[src/rtl/fir_tap_sequencer.sv]
// ---------------------------------------------------------------------------
// fir_tap_sequencer
//
// Control FSM for one equalizer band's single-multiplier FIR MAC datapath.
// It accepts one sample per handshake and writes it into an external circular
// delay-line RAM. It then walks every tap, driving the delay-line read address,
// the coefficient index, phase_min and mac_en. A flush cycle follows, and then
// out_valid pulses for one cycle. After reset the delay line is zero-filled
// before any sample is accepted.
//
// Parameters
//   NUMBER_OF_TAPS  taps per filter (>= 2, any value)
//   FILTER_IN_BITS  sample width
//   ADDR_BITS       address width, 2**ADDR_BITS >= NUMBER_OF_TAPS
//
// Ports
//   clk_i          system clock, rising edge
//   rst_ni         asynchronous active-low reset
//   in_valid_i     new sample offered
//   in_sample_i    signed sample
//   in_ready_o     sample can be accepted this cycle (IDLE)
//   dl_we_o        delay-line write enable
//   dl_wr_addr_o   delay-line write address
//   dl_wdata_o     delay-line write data
//   dl_rd_addr_o   delay-line read address (combinational RAM read)
//   coeff_addr_o   coefficient index k (combinational ROM read)
//   phase_min_o    compute: first tap, or flush
//   mac_en_o       compute clock enable
//   out_valid_o    one-cycle pulse: compute filter_out holds the new result
//   busy_o         state != IDLE
//   overrun_o      sticky: sample offered while not ready
//   clr_overrun_i  synchronous clear of overrun_o
// ---------------------------------------------------------------------------
module fir_tap_sequencer #(
    parameter int NUMBER_OF_TAPS = 64,
    parameter int FILTER_IN_BITS = 16,
    parameter int ADDR_BITS      = 6
) (
    input  logic                             clk_i,
    input  logic                             rst_ni,
    input  logic                             in_valid_i,
    input  logic signed [FILTER_IN_BITS-1:0] in_sample_i,
    output logic                             in_ready_o,
    output logic                             dl_we_o,
    output logic        [ADDR_BITS-1:0]      dl_wr_addr_o,
    output logic signed [FILTER_IN_BITS-1:0] dl_wdata_o,
    output logic        [ADDR_BITS-1:0]      dl_rd_addr_o,
    output logic        [ADDR_BITS-1:0]      coeff_addr_o,
    output logic                             phase_min_o,
    output logic                             mac_en_o,
    output logic                             out_valid_o,
    output logic                             busy_o,
    output logic                             overrun_o,
    input  logic                             clr_overrun_i
);

    typedef enum logic [1:0] {
        ST_INIT  = 2'd0,
        ST_IDLE  = 2'd1,
        ST_MAC   = 2'd2,
        ST_FLUSH = 2'd3
    } state_e;

    localparam logic [ADDR_BITS-1:0] LAST_IDX = ADDR_BITS'(NUMBER_OF_TAPS - 1);
    localparam logic [ADDR_BITS-1:0] ONE      = ADDR_BITS'(1);

    state_e               state_q,     state_d;
    logic [ADDR_BITS-1:0] init_cnt_q,  init_cnt_d;
    logic [ADDR_BITS-1:0] wr_ptr_q,    wr_ptr_d;
    logic [ADDR_BITS-1:0] newest_q,    newest_d;
    logic [ADDR_BITS-1:0] tap_k_q,     tap_k_d;
    logic [ADDR_BITS-1:0] rd_ptr_q,    rd_ptr_d;
    logic                 out_valid_q, out_valid_d;
    logic                 overrun_q,   overrun_d;

    // -----------------------------------------------------------------------
    // State registers
    // -----------------------------------------------------------------------
    always_ff @(posedge clk_i or negedge rst_ni) begin
        if (!rst_ni) begin
            state_q     <= ST_INIT;
            init_cnt_q  <= '0;
            wr_ptr_q    <= '0;
            newest_q    <= '0;
            tap_k_q     <= '0;
            rd_ptr_q    <= '0;
            out_valid_q <= 1'b0;
            overrun_q   <= 1'b0;
        end else begin
            state_q     <= state_d;
            init_cnt_q  <= init_cnt_d;
            wr_ptr_q    <= wr_ptr_d;
            newest_q    <= newest_d;
            tap_k_q     <= tap_k_d;
            rd_ptr_q    <= rd_ptr_d;
            out_valid_q <= out_valid_d;
            overrun_q   <= overrun_d;
        end
    end

    // -----------------------------------------------------------------------
    // Next-state and datapath-control outputs
    // -----------------------------------------------------------------------
    always_comb begin
        state_d      = state_q;
        init_cnt_d   = init_cnt_q;
        wr_ptr_d     = wr_ptr_q;
        newest_d     = newest_q;
        tap_k_d      = tap_k_q;
        rd_ptr_d     = rd_ptr_q;
        out_valid_d  = 1'b0;

        in_ready_o   = 1'b0;
        dl_we_o      = 1'b0;
        dl_wr_addr_o = wr_ptr_q;
        dl_wdata_o   = '0;
        mac_en_o     = 1'b0;
        phase_min_o  = 1'b0;

        case (state_q)
            ST_INIT: begin
                // Zero one delay-line entry per cycle.
                dl_we_o      = 1'b1;
                dl_wr_addr_o = init_cnt_q;
                if (init_cnt_q == LAST_IDX) begin
                    init_cnt_d = '0;
                    state_d    = ST_IDLE;
                end else begin
                    init_cnt_d = init_cnt_q + ONE;
                end
            end

            ST_IDLE: begin
                in_ready_o = 1'b1;
                dl_we_o    = in_valid_i;
                dl_wdata_o = in_sample_i;
                if (in_valid_i) begin
                    newest_d = wr_ptr_q;
                    wr_ptr_d = (wr_ptr_q == LAST_IDX) ? '0 : wr_ptr_q + ONE;
                    tap_k_d  = '0;
                    // Read pointer starts on the sample being written now
                    // and walks backwards through the history.
                    rd_ptr_d = wr_ptr_q;
                    state_d  = ST_MAC;
                end
            end

            ST_MAC: begin
                mac_en_o    = 1'b1;
                phase_min_o = (tap_k_q == '0);
                // Down-counting pointer gives (newest - k) mod taps with
                // a single wrap check instead of a modulo.
                rd_ptr_d    = (rd_ptr_q == '0) ? LAST_IDX : rd_ptr_q - ONE;
                if (tap_k_q == LAST_IDX) begin
                    tap_k_d = '0;
                    state_d = ST_FLUSH;
                end else begin
                    tap_k_d = tap_k_q + ONE;
                end
            end

            ST_FLUSH: begin
                // phase_min without mac_en: accumulator holds, final
                // register captures the complete sum.
                phase_min_o = 1'b1;
                out_valid_d = 1'b1;
                state_d     = ST_IDLE;
            end

            default: begin
                state_d = ST_INIT;
            end
        endcase
    end

    // Sticky overrun; a new violation wins over a simultaneous clear.
    always_comb begin
        overrun_d = overrun_q;
        if (in_valid_i && !in_ready_o) begin
            overrun_d = 1'b1;
        end else if (clr_overrun_i) begin
            overrun_d = 1'b0;
        end
    end

    // Outside MAC the read address parks on the newest sample, which keeps
    // it defined from reset onward.
    assign dl_rd_addr_o = (state_q == ST_MAC) ? rd_ptr_q : newest_q;
    assign coeff_addr_o = tap_k_q;
    assign out_valid_o  = out_valid_q;
    assign overrun_o    = overrun_q;
    assign busy_o       = (state_q != ST_IDLE);

endmodule

[config.mk]
export PLATFORM = sky130hd
export DESIGN_NAME = fir_tap_sequencer
export DESIGN_NICKNAME = d
export VERILOG_FILES = /design/src/rtl/fir_tap_sequencer.sv
export SDC_FILE = /design/constraint.sdc
export NUM_CORES = 1
export LEC_CHECK = 0
export CORE_ASPECT_RATIO = 0.75
export CORE_MARGIN = 3
export CORE_UTILIZATION = 47
export CTS_CLUSTER_DIAMETER = 150
export DETAILED_ROUTE_END_ITERATION = 6
export GPL_TIMING_DRIVEN = 0
export PLACE_DENSITY = 0.88
export RECOVER_POWER = 25
export SLEW_MARGIN = 0
export SYNTH_ARGS = -nofsm -noshare
export SYNTH_HDL_FRONTEND = slang
export SYNTH_SLANG_ARGS = --single-unit
[constraint.sdc]
create_clock -name clk_i -period 2.3 [get_ports clk_i]
set_clock_uncertainty 0.2 [all_clocks]
set_input_delay 0.46 -clock clk_i [delete_from_list [all_inputs] [get_ports clk_i]]
set_output_delay 0.46 -clock clk_i [all_outputs]
set_load 0.01 [all_outputs]
==> impl_metrics.py, run 1 <==
metrics = {
    "outcome": {
        "status": "finished with violations",
        "violations": "capacitance limit, slew limit",
    },
    "floorplan": {
        "std_cell_rows": 20,
        "start_util": 0.495,
        "core_um2": 4100,
        "dieWidth_um": 81.9,
        "die_h_um": 63.0,
        "dieArea_um2": 5160,
        "ios": 61,
    },
    "clock_network": {
        "cts_tree": "built",
        "clock_latency_ps": 290,
        "numCtsBuffers": 5,
        "clk_pin_slew_ps": 60,
        "clk_path_buf_depth": 2,
        "clock-sinks": 34,
        "root_buffer": "clkbuf_8",
        "h-tree-depth": 2,
        "cts_hold_buf": 0,
    },
    "global_routing": {
        "grt_usage": 0.229,
        "antenna_found_initial": 0,
        "grt_pass1_wl_um": 8990,
        "grt_pass1_vias": 1854,
        "overflow": 0,
        "grt_max_degree": 35,
    },
    "detailed_routing": {
        "first_iter_violations": 268,
        "vias": 1917,
        "dr.pass1.iters": 5,
        "routed_wl_um": 5730,
        "postRouteAntennaNets": 0,
        "wl_per_cell_um": 16.7,
        "vias_per_cell": 5.57,
        "drc": 0,
    },
    "yosys": {
        "netlist_area_um2": 2030,
        "syn-num-nets": 238,
        "synth_edf_count": 0,
        "synth_area_per_cell_um2": 9.82,
        "synthCells": 207,
        "yosysSeqAreaShare": 0.418,
        "synth-async-reset-ratio": 1.00,
        "synth_flop_cell": "dfrtp_1",
        "synth_seq_cells": 34,
        "yosysWarnings": 0,
        "synth_cell_types": 40,
    },
    "timing": {
        "rsz0062_at_grt": "yes",
        "final-hold-violation-count": 0,
        "holdWs_ps": 295,
        "setup_tns_ps": 0,
        "final-setup-viol-count": 0,
        "fmax_mhz": 435,
        "period_share": 0.999,
        "slew_headroom": -0.222,
        "period_needed_ps": 2300,
        "slew_viol_final": 35,
        "tightest_slew_ps": 1830,
    },
    "cells_and_area": {
        "layout.nets": 319,
        "multi_input_area_um2": 1170,
        "nFillCells": 309,
        "diodes": 0,
        "mostFrequentLayoutCells": "34 x dfrtp_1, 28 x clkdlybuf4s50_1, 17 x and2_1, 14 x buf_6, 14 x nand2_1",
        "seq_area_um2": 851,
        "final_area_um2": 2980,
        "final_util": 0.725,
        "drive_gt1_frac": 0.315,
        "area_delta_synth_final_pct": 46.3,
        "final_common_cell": "dfrtp_1",
    },
    "hold_path": {
        "min_to": "wr_ptr_q[2]$_DFFE_PN0P_",
        "hold_depth": 1,
        "min_from": "wr_ptr_q[2]$_DFFE_PN0P_",
        "hold_path_class": "register to register",
    },
    "critical_path": {
        "regToRegSetupSlack_ps": 120,
        "cp.required_ps": 1640,
        "cp_slowest_stage_delay_ps": 420,
        "crit_type": "register to output port",
        "slowest_stage": "dfrtp_1",
        "crit_path_end_kind": "output port",
        "start_kind": "register",
        "cp_cell_sequence": "inv_2 -> ha_4 -> buf_6 -> inv_6 -> nor4b_4 -> a21o_1 -> buf_2",
        "rr_startpoint": "state_q[1]$_DFFE_PN0P_",
        "r2r_cells": 8,
        "reg2reg_to": "rd_ptr_q[2]$_DFFE_PN0P_",
        "cp_max_fo": 5,
        "arrival_ps": 1640,
    },
    "place": {
        "portBuffers": 60,
        "hpwl_um": 3820,
        "placement.cell_area_um2": 2700,
        "gp_congestion": 0.857,
    },
    "power": {
        "leakage_uw": 0.00140,
        "comb_power_share": 0.611,
        "p_clk_frac": 0.112,
        "power_uw": 4010,
        "irDropWorstVdd_mv": 0.829,
        "p_sw_uw": 1610,
        "internal-power_uw": 2410,
        "sequentialPowerShare": 0.277,
        "powerDensity_nw_per_um2": 1350,
        "switching_share": 0.401,
    },
    "job": {
        "maxCapViolations": 1,
    },
}
-- Yosys cell counts (all sizes together), types with 2 or more instances --
| library cell | instances | area share |
|---|---|---|
| dfrtp | 34 | 0.42 |
| xor2 | 2 | 0.0086 |
| a221oi | 2 | 0.0086 |
| xnor2 | 4 | 0.017 |
| nor2 | 8 | 0.015 |
| nand3 | 10 | 0.025 |
| o32ai | 2 | 0.0086 |
| and2 | 17 | 0.052 |
| inv | 12 | 0.022 |
| mux2i | 3 | 0.015 |
| o21ai | 15 | 0.039 |
| a21o | 5 | 0.018 |
| ha | 11 | 0.068 |
| a21oi | 9 | 0.022 |
| nor3 | 4 | 0.0098 |
| mux2 | 20 | 0.11 |
| clkbuf | 4 | 0.0080 |
| and4 | 2 | 0.0098 |
| o21a | 2 | 0.0074 |
| o31ai | 2 | 0.0074 |
| buf | 5 | 0.017 |
| or3 | 2 | 0.0062 |
| nand4 | 4 | 0.012 |
| and3 | 5 | 0.015 |
| nand2 | 15 | 0.028 |
-- how the worst max path moves through the flow --
stage / startpoint / to / cells after the start / slack (ps)
floorplan: state_q[0]$_DFFE_PN0P_ / dl_rd_addr_o[1] / 5 / 200
global placement: state_q[0]$_DFFE_PN0P_ / dl_rd_addr_o[2] / 6 / -360
detailed placement: state_q[0]$_DFFE_PN0P_ / dl_rd_addr_o[2] / 6 / -380
CTS: state_q[0]$_DFFE_PN0P_ / phase_min_o / 8 / -170
global route: state_q[0]$_DFFE_PN0P_ / phase_min_o / 7 / -80
finish: state_q[0]$_DFFE_PN0P_ / phase_min_o / 7 / 3
-- cells by family (layout without fill, tap and decap cells) --
group,after synthesis,in the layout,share of synthesized area
fa+ha+maj,11,11,0.0677
compound gates,43,43,0.134
mux,23,23,0.127
flops,34,34,0.418
xor+xnor,6,6,0.0258
buf+inv,21,103,0.0468
simple gates,69,69,0.180
-- flip-flops by register name, indices dropped and copies added, names as in the netlist --
register	count
coeff_addr_o	6
init_cnt_q	6
newest_q	6
out_valid_o	1
overrun_o	1
rd_ptr_q	6
state_q	2
wr_ptr_q	6
-- power groups by stage --
stage | combinational (uW) | sequential, uW | clock, uW
floorplan | 1190 | 1050 | 0
global placement | 1980 | 1090 | 0
detailed placement | 2040 | 1110 | 0
CTS | 2260 | 1100 | 462
global route | 2680 | 1150 | 490
finish | 2450 | 1110 | 449
-- worst max-delay path: cells and delay by family, from the launching register on --
| family | cells | cell delay (ps) |
|---|---|---|
| buf+inv | 4 | 400 |
| simple gates | 1 | 200 |
| flops | 1 | 420 |
| fa+ha+maj | 1 | 190 |
| compound gates | 1 | 140 |
-- metal layers --
| metal | wire length [um] | track usage | vias up |
|---|---|---|---|
| li1 | - | - | 899 |
| met1 | 2460 | 0.325 | 915 |
| met2 | 2660 | 0.346 | 95 |
| met3 | 542 | 0.0548 | 8 |
| met4 | 61 | 0.0664 | 0 |
| met5 | 0 | 0 | - |
-- what timing repair did --
action,CTS,global route
endpoints found under the setup margin,31,31
resized for setup,125,42
gates cloned,1,0
pin swaps,4,3
setup buffers,10,4
-- per-stage QoR --
step,setup slack [ps],cells
2_1_floorplan,196,207
3_3_place_gp,-356,322
3_5_place_dp,-384,322
4_1_cts,-169,341
5_1_grt,-81.4,344
6_report,2.95,344
-- cell type report --
cell class                 instances  share of cell area
sequential                        34               0.286
tap                               55              0.0231
timing repair buffer              75               0.218
multi-input combinational        152               0.393
clock buffer                       7              0.0290
inverter                          12              0.0168
buffer                             8              0.0324
clock inverter                     1             0.00168
No activity file was read; power rests on OpenSTA's default activity.
==> run 2, diff against run 1 <==
--- a/config.mk
+++ b/config.mk
@@ -5,13 +5,15 @@
 export SDC_FILE = /design/constraint.sdc
 export NUM_CORES = 1
 export LEC_CHECK = 0
+export CAP_MARGIN = 20
 export CORE_ASPECT_RATIO = 0.75
-export CORE_MARGIN = 3
-export CORE_UTILIZATION = 47
+export CORE_MARGIN = 8
+export CORE_UTILIZATION = 50
 export CTS_CLUSTER_DIAMETER = 150
 export DETAILED_ROUTE_END_ITERATION = 6
+export DONT_BUFFER_PORTS = 1
 export GPL_TIMING_DRIVEN = 0
-export PLACE_DENSITY = 0.88
+export PLACE_DENSITY = 0.73
 export RECOVER_POWER = 25
 export SLEW_MARGIN = 0
 export SYNTH_ARGS = -nofsm -noshare
==> run 2 against run 1 <==
Net effect:
- the run now ends clean
- core utilization down 14 points
- non-clock buffer count shrank 67
- design area decreased by 21%
- highest routed layer unchanged
==> impl_metrics.py, run 2 (synthesis gave the netlist of run 1 again) <==
metrics = {
    "clock_network": {
        "clk_path_buf_depth": 2,
        "clock_latency_ps": 290,
        "numCtsBuffers": 5,
        "cts_tree": "built",
        "clock-sinks": 34,
        "clk_pin_slew_ps": 70,
        "root_buffer": "clkbuf_8",
        "h-tree-depth": 2,
    },
    "power": {
        "switching_share": 0.431,
        "internal-power_uw": 1860,
        "irDropWorstVdd_mv": 0.658,
        "p_clk_frac": 0.141,
        "power_uw": 3270,
        "leakage_uw": 0.00106,
        "p_sw_uw": 1410,
        "sequentialPowerShare": 0.346,
        "powerDensity_nw_per_um2": 1390,
        "comb_power_share": 0.513,
    },
    "hold_path": {
        "hold_path_class": "input pin to register",
        "min_from": "clr_overrun_i",
        "min_to": "overrun_o$_DFFE_PN0P_",
        "hold_depth": 1,
    },
    "place": {
        "gp_congestion": 0.825,
        "portBuffers": 0,
        "place_inst": 262,
        "dp_slack_ps": -37.4,
        "hpwl_um": 3440,
    },
    "critical_path": {
        "arrival_ps": 1600,
        "r2r_cells": 7,
        "crit_type": "register to output port",
        "start_kind": "register",
        "regToRegSetupSlack_ps": 350,
        "crit_path_end_kind": "output port",
        "cp_max_fo": 10,
        "cp.required_ps": 1640,
        "cp-startpoint": "state_q[0]$_DFFE_PN0P_",
        "rr_startpoint": "state_q[1]$_DFFE_PN0P_",
        "reg2reg_to": "coeff_addr_o[3]$_DFFE_PN0P_",
    },
    "global_routing": {
        "grt_max_degree": 35,
        "antenna_found_initial": 0,
        "grt_pass1_wl_um": 7530,
        "grt_pass1_vias": 1536,
        "grt_usage": 0.152,
        "overflow": 0,
    },
    "timing": {
        "period_share": 0.982,
        "fmax_mhz": 443,
        "final-setup-viol-count": 0,
        "rsz0062_at_grt": "yes",
        "slew_headroom": 0.430,
        "setup_ws_ps": 40.4,
        "slew_viol_final": 0,
        "final-hold-violation-count": 0,
        "period_needed_ps": 2260,
        "tightest_slew_ps": 855,
    },
    "cells_and_area": {
        "seq_area_um2": 852,
        "layout.nets": 252,
        "nFillCells": 332,
        "drive_gt1_frac": 0.243,
        "final_common_cell": "dfrtp_1",
        "multi_input_area_um2": 1150,
        "mostFrequentLayoutCells": "33 x dfrtp_1, 18 x mux2_2, 16 x and2_1, 15 x nand2_1, 12 x o21ai_0",
        "diodes": 0,
        "instances_no_fill": 277,
        "area_delta_synth_final_pct": 15.4,
    },
    "floorplan": {
        "std_cell_rows": 20,
        "ios": 61,
        "dieArea_um2": 6380,
        "start_util": 0.511,
        "dieWidth_um": 89.6,
        "die_h_um": 71.2,
        "core_um2": 3980,
    },
    "job": {
        "maxCapViolations": 0,
    },
    "detailed_routing": {
        "dr.pass1.iters": 4,
        "vias": 1587,
        "wl_per_cell_um": 17.2,
        "routed_wl_um": 4760,
        "drc": 0,
        "vias_per_cell": 5.73,
        "first_iter_violations": 77,
        "postRouteAntennaNets": 0,
    },
    "outcome": {
        "status": "complete, no violations",
    },
}
==> run 2: layout make-up <==
cell class / instances / share of cell area
Inverter: 12 / 0.0203
Timing Repair Buffer: 8 / 0.0256
Sequential cell: 34 / 0.363
Tap cell: 55 / 0.0293
Multi-Input combinational cell: 152 / 0.491
Clock buffer: 7 / 0.0368
Clock inverter: 1 / 0.00213
Buffer: 8 / 0.0314
==> run 2: critical path, cell delays in order, from the launching register on <==
cell and delay, ps:
dfrtp_1 390, inv_2 100, ha_4 170, buf_8 130, buf_8 140, mux2_2 370
==> run 2: worst max-delay path by stage <==
stage                       to  slack [ps]  cells past startpoint
6_report       dl_rd_addr_o[2]          40                      5
5_1_grt            phase_min_o         -20                      6
2_1_floorplan  dl_rd_addr_o[1]         200                      5
4_1_cts        dl_wr_addr_o[3]         -60                      4
3_5_place_dp   dl_rd_addr_o[0]         -40                      5
3_3_place_gp   dl_rd_addr_o[0]          -8                      5
==> run 2: what timing repair did <==
| action | in CTS | in global routing |
|---|---|---|
| setup buffers | 2 | 4 |
| pin swaps | 1 | 2 |
| resized for setup | 20 | 9 |
| hold buffers | 2 | 0 |
| hold endpoints to repair | 34 | 0 |
| setup endpoints to repair | 29 | 28 |
==> run 2: stage by stage <==
step | utilization | hold WS [ps] | area [um2] | TNS, ps
final | 0.590 | 62.8 | 2350 | 0
after global routing | 0.590 | 76.8 | 2350 | -57.7
after CTS | 0.578 | 54.5 | 2300 | -241
after detailed placement | 0.528 | -34.6 | 2100 | -152
after global placement | 0.528 | -34.6 | 2100 | -20.2
after floorplan | - | -35.6 | 2030 | 0
==> run 2: power groups by stage <==
stage                     registers, uW  clock network (uW)  logic (uW)
after global routing               1170                 494        1860
after global placement             1130                   0        1410
after detailed placement           1140                   0        1440
after floorplan                    1050                   0        1190
after CTS                          1130                 469        1580
final                              1130                 461        1680
==> run 2: metal layers <==
| metal | GRT usage | wire (um) | vias up |
|---|---|---|---|
| li1 | - | - | 762 |
| met1 | 0.188 | 2120 | 765 |
| met2 | 0.233 | 2150 | 52 |
| met3 | 0.0594 | 420 | 8 |
| met4 | 0.0570 | 68 | 0 |
| met5 | 0 | 0 | - |
